<file path="config.mk">
export PLATFORM = sky130hd
export DESIGN_NAME = rs_kes_arb
export DESIGN_NICKNAME = d
export VERILOG_FILES = /design/src/rtl/rs_kes_arb.sv
export SDC_FILE = /design/constraint.sdc
export NUM_CORES = 1
export LEC_CHECK = 0
export CORE_MARGIN = 2
export CORE_UTILIZATION = 45
export CTS_CLUSTER_SIZE = 12
export DETAILED_ROUTE_END_ITERATION = 6
export PLACE_DENSITY = 0.91
export RECOVER_POWER = 100
export SKIP_LAST_GASP = 1
export SYNTH_ARGS = -nofsm -noshare
export SYNTH_HDL_FRONTEND = slang
export SYNTH_SLANG_ARGS = --single-unit
</file>
<file path="constraint.sdc">
create_clock -name clk -period 4.7 [get_ports clk]
set_input_delay 1.41 -clock clk [delete_from_list [all_inputs] [get_ports clk]]
set_output_delay 1.41 -clock clk [all_outputs]
set_load 0.05 [all_outputs]
</file>
<file path="src/rtl/rs_kes_arb.sv">
// Two-lane round-robin front end for a shared Reed-Solomon key-equation solver.
// It holds one request in flight, bypasses all-zero syndromes and times out a silent solver.
module rs_kes_arb #(
  parameter int unsigned TMO_CYC = 8
) (
  input  logic        clk,
  input  logic        rstn,
  input  logic        req0_valid,
  input  logic [31:0] req0_syn,
  output logic        req0_ready,
  input  logic        req1_valid,
  input  logic [31:0] req1_syn,
  output logic        req1_ready,
  output logic        kes_ena,
  output logic [7:0]  kes_syn0,
  output logic [7:0]  kes_syn1,
  output logic [7:0]  kes_syn2,
  output logic [7:0]  kes_syn3,
  input  logic        kes_done,
  input  logic [7:0]  kes_lambda0,
  input  logic [7:0]  kes_lambda1,
  input  logic [7:0]  kes_lambda2,
  input  logic [7:0]  kes_omega0,
  input  logic [7:0]  kes_omega1,
  output logic        res_valid,
  input  logic        res_ready,
  output logic        res_lane,
  output logic [23:0] res_lambda,
  output logic [15:0] res_omega,
  output logic        res_err,
  output logic        res_tmo
);

  typedef enum logic [1:0] {S_IDLE, S_LAUNCH, S_WAIT, S_HOLD} state_e;

  state_e      state_q, state_d;
  logic        last_grant_q;
  logic        lane_q;
  logic [31:0] syn_q;
  logic [7:0]  cnt_q;
  logic [23:0] lambda_q;
  logic [15:0] omega_q;
  logic        err_q;
  logic        tmo_q;

  logic        grant;
  logic [31:0] sel_syn;
  logic        accept;
  logic        tmo_hit;

  // Contention alternates away from the last served lane; a lone requester always wins.
  always_comb begin
    grant = req1_valid;
    if (req0_valid && req1_valid) grant = ~last_grant_q;
    sel_syn = grant ? req1_syn : req0_syn;
  end

  assign accept  = (req0_valid & req0_ready) | (req1_valid & req1_ready);
  assign tmo_hit = (cnt_q == 8'(TMO_CYC));

  always_ff @(posedge clk or negedge rstn) begin
    if (!rstn) state_q <= S_IDLE;
    else       state_q <= state_d;
  end

  always_comb begin
    state_d = state_q;
    unique case (state_q)
      S_IDLE:   if (accept) state_d = (|sel_syn) ? S_LAUNCH : S_HOLD;
      S_LAUNCH: state_d = S_WAIT;
      S_WAIT:   if (kes_done || tmo_hit) state_d = S_HOLD;
      S_HOLD:   if (res_ready) state_d = S_IDLE;
      default:  state_d = S_IDLE;
    endcase
  end

  // Readys are gated by rstn so a pending request is never acknowledged while in reset.
  always_comb begin
    req0_ready = 1'b0;
    req1_ready = 1'b0;
    kes_ena    = 1'b0;
    res_valid  = 1'b0;
    unique case (state_q)
      S_IDLE: begin
        req0_ready = rstn & ~grant;
        req1_ready = rstn & grant;
      end
      S_LAUNCH: kes_ena   = 1'b1;
      S_HOLD:   res_valid = 1'b1;
      default: ;
    endcase
  end

  always_ff @(posedge clk or negedge rstn) begin
    if (!rstn) begin
      last_grant_q <= 1'b1;
      lane_q       <= 1'b0;
      syn_q        <= '0;
      cnt_q        <= '0;
      lambda_q     <= '0;
      omega_q      <= '0;
      err_q        <= 1'b0;
      tmo_q        <= 1'b0;
    end else begin
      cnt_q <= (state_q == S_WAIT) ? cnt_q + 8'd1 : '0;
      if (accept) begin
        syn_q        <= sel_syn;
        lane_q       <= grant;
        last_grant_q <= grant;
        if (~|sel_syn) begin
          lambda_q <= 24'h000001;
          omega_q  <= '0;
          err_q    <= 1'b0;
          tmo_q    <= 1'b0;
        end
      end
      if (state_q == S_WAIT) begin
        if (kes_done) begin
          lambda_q <= {kes_lambda2, kes_lambda1, kes_lambda0};
          omega_q  <= {kes_omega1, kes_omega0};
          err_q    <= 1'b1;
          tmo_q    <= 1'b0;
        end else if (tmo_hit) begin
          lambda_q <= '0;
          omega_q  <= '0;
          err_q    <= 1'b1;
          tmo_q    <= 1'b1;
        end
      end
    end
  end

  assign kes_syn0   = syn_q[7:0];
  assign kes_syn1   = syn_q[15:8];
  assign kes_syn2   = syn_q[23:16];
  assign kes_syn3   = syn_q[31:24];
  assign res_lane   = lane_q;
  assign res_lambda = lambda_q;
  assign res_omega  = omega_q;
  assign res_err    = err_q;
  assign res_tmo    = tmo_q;

endmodule

</file>
==> results.json <==
{
  "wl_per_cell_microns": 17.4,
  "slowest_stage": "clkbuf_2",
  "drtIter0Drc": 144,
  "synthesis.nets": 529,
  "dr.pass1.iters": 4,
  "regArea_sq_um": 2150,
  "critical_path_class": "in -> out",
  "worst_slew_margin_rel": 0.0554,
  "endpoint_kind": "output port",
  "holdCritPathClass": "reg -> reg",
  "status": "complete, no violations",
  "cell_internal_pwr_mw": 2.00,
  "fin_nets": 707,
  "drc_errors": 0,
  "clock-sinks": 86,
  "clockPowerShare": 0.134,
  "multiInputGateArea_sq_um": 1700,
  "dp.cells": 688,
  "grt_pass1_vias": 3947,
  "drive_gt1_frac": 0.0503,
  "cp.required_ns": 3.29,
  "synth_cell_types": 36,
  "cts_buffer_depth": 2,
  "die_y_microns": 99.6,
  "post-dp-hpwl_microns": 9090,
  "maxSlewViolCount": 0,
  "start_kind": "input pin",
  "clock_skew_ns": 0.0146,
  "ir_worst_vdd_uv": 393,
  "powerDensity_nw_per_um2": 650,
  "synth.area.top_cells": "dfrtp_1 (52%), mux2i_1 (7.8%), nand2_1 (6.9%)",
  "fp.dieW_microns": 99.6,
  "power_switching_mw": 2.00,
  "syn-cell-area_sq_um": 4120,
  "grt_max_degree": 69,
  "finalSetupTns_ns": 0,
  "start_util": 0.467,
  "worst_pin_slew_ns": 1.42,
  "antenna_left": 0,
  "drt-total-wl_microns": 12300,
  "cp_max_fo": 20,
  "stdcell_count": 705,
  "fp.dieArea_sq_um": 9930,
  "cts_hold_buffers": 0,
  "viasPerCell": 5.48,
  "h-tree-depth": 3,
  "met3_usage": 0.0752,
  "hold_violations": 0,
  "reg2reg_depth": 7,
  "p_leak_nw": 2.75,
  "hold_depth": 1,
  "syn2layout_area_growth_pct": 49.5,
  "syn_inst": 413,
  "placementRows": 34,
  "slowest_delay_ns": 0.51,
  "cts_tree": "yes",
  "antenna_found_initial": 1,
  "synthesis.yosys.warnings": 0,
  "io_pins": 189,
  "cts_buffers": 9,
  "postCtsSetupBuffers": 0,
  "setup_slack_ns": 0.369,
  "p_seq_frac": 0.306,
  "combPwrFrac": 0.560,
  "vias": 3865,
  "min_period_ns": 4.33,
  "clkLatencyLatePin_ns": 0.34,
  "grt_pass1_wl_microns": 19700,
  "place_ws_ns": 0.517,
  "grt_use_met1": 0.315,
  "use_met2": 0.417,
  "synth_area_leader_cell": "dfrtp_1",
  "min_period_over_period": 0.921,
  "clk_pin_slew_ns": 0.08,
  "port_buffers": 188,
  "setup_viol": 0,
  "grt_use_total": 0.250,
  "arrival_ns": 2.92,
  "cts-root-buf": "clkbuf_8",
  "fmax_mhz": 231,
  "cts.repair.resized": 0,
  "rsz0062_at_grt": "no",
  "maxCapViolCount": 0,
  "n_fill_cell": 677,
  "synth.top_cell.area_share": 0.517,
  "syn_avg_cell_area_sq_um": 9.96,
  "p_sw_frac": 0.500,
  "ys_ff_latch": 86,
  "crit_chain": "clkdlybuf4s50_1 -> a21boi_4 -> clkbuf_2 -> nor2_1 -> buf_4",
  "grt_overflow_total": 0,
  "routabilityCongestion": 0.915,
  "ys_seq_area_frac": 0.523,
  "top_usage_layer": "met2",
  "core-area_sq_um": 8810
}
power groups by stage:
stage,Sequential [mW],Clock [mW],Combinational (mW)
2_1_floorplan,2.24,0,0.536
3_3_place_gp,1.23,0,2.36
3_5_place_dp,1.24,0,2.42
4_1_cts,1.24,0.551,2.42
5_1_grt,1.26,0.584,2.36
6_report,1.22,0.537,2.24
through the flow:
stage | hold WS (ns) | instance area (sq um) | util | power [mW]
3_5_place_dp | 0.465 | 6040 | 0.686 | 3.66
6_report | 0.470 | 6150 | 0.698 | 4.00
5_1_grt | 0.503 | 6150 | 0.698 | 4.20
4_1_cts | 0.476 | 6250 | 0.710 | 4.21
3_3_place_gp | 0.461 | 6040 | 0.686 | 3.59
2_1_floorplan | 0.445 | 4120 | - | 2.78
layout make-up:
| cell class | count | share of cell area |
|---|---|---|
| flip-flops and latches | 86 | 0.350 |
| repair buffers | 196 | 0.314 |
| diodes | 1 | 0.000407 |
| well taps | 108 | 0.0220 |
| clock buffers | 11 | 0.0246 |
| clock inverters | 5 | 0.00936 |
| multi-input cells | 292 | 0.276 |
| inverters | 6 | 0.00366 |
layer usage:
layer / vias up / routed length [microns]
li1: 1797 / -
met1: 1861 / 5080
met2: 187 / 5890
met3: 20 / 1100
met4: 0 / 208
met5: - / 0
flip-flops by register name, indices dropped and copies added, names as in the netlist:
name	cells
last_grant_q	1
syn_q	32
res_lane	1
res_err	1
cnt_q	8
res_omega	16
res_tmo	1
res_lambda	24
state_q	2
path summary, 6_finish.rpt:
kind / start / to / slack (ns)
min: cnt_q[0]$_DFF_PN0_ / cnt_q[0]$_DFF_PN0_ / 0.47
max in group asynchronous: rstn / syn_q[4]$_DFFE_PN0N_ / 1.73
max reg2reg: state_q[1]$_DFFE_PN0P_ / res_lambda[0]$_DFF_PN0_ / 1.80
max: req1_valid / req0_ready / 0.37
min in group asynchronous: rstn / syn_q[25]$_DFFE_PN0N_ / 1.17
min reg2reg: cnt_q[0]$_DFF_PN0_ / cnt_q[0]$_DFF_PN0_ / 0.47
placed cells by master (no fill, tap or decap), drive strengths merged:
master,n
dfrtp,85
o311ai,1
a21oi,3
o21ai,72
dfstp,1
o22ai,1
o31a,1
mux2i,32
nand2,76
bufinv,1
diode,1
and4b,1
nand2b,1
a31oi,1
xor2,2
o211ai,2
a22o,1
and3,2
clkinv,4
ha,6
nor4,17
buf,6
nand4,4
clkbuf,16
nor2b,3
nand3,43
dlygate4sd3,77
nor3,2
and2,8
a21boi,1
a21o,2
xnor2,4
clkdlybuf4s50,108
nor2,5
nand3b,1
inv,6
critical path: cells and delay by family:
family                 cells  cell delay, ns
AO/OA/AOI/OAI              1            0.20
buffers and inverters      3            1.21
AND/OR/NAND/NOR            1            0.10
cells in the mapped netlist:
cell type / number
a21boi_2: 1
a21o_1: 2
a21oi_1: 3
a22o_4: 1
a31oi_1: 1
and2_1: 8
and3_1: 2
and4b_1: 1
buf_2: 9
buf_4: 3
buf_6: 5
clkbuf_1: 12
dfrtp_1: 85
dfstp_2: 1
ha_1: 6
inv_1: 6
mux2i_1: 32
nand2_1: 76
nand2b_1: 1
nand3_1: 43
nand3b_1: 1
nand4_1: 4
nor2_1: 5
nor2b_1: 2
nor2b_4: 1
nor3_1: 2
nor4_1: 17
o211ai_2: 2
o21ai_0: 33
o21ai_1: 19
o21ai_2: 20
o22ai_1: 1
o311ai_1: 1
o31a_1: 1
xnor2_1: 4
xor2_1: 2
cells by family after synthesis:
| family | count (synthesis) | share of synthesized area |
|---|---|---|
| fa+ha+maj | 6 | 0.0182 |
| buf+inv | 35 | 0.0465 |
| mux | 32 | 0.0778 |
| simple gates | 163 | 0.188 |
| xor+xnor | 6 | 0.0128 |
| flops | 86 | 0.523 |
| compound gates | 85 | 0.133 |
(Power assumes the default switching activity.)
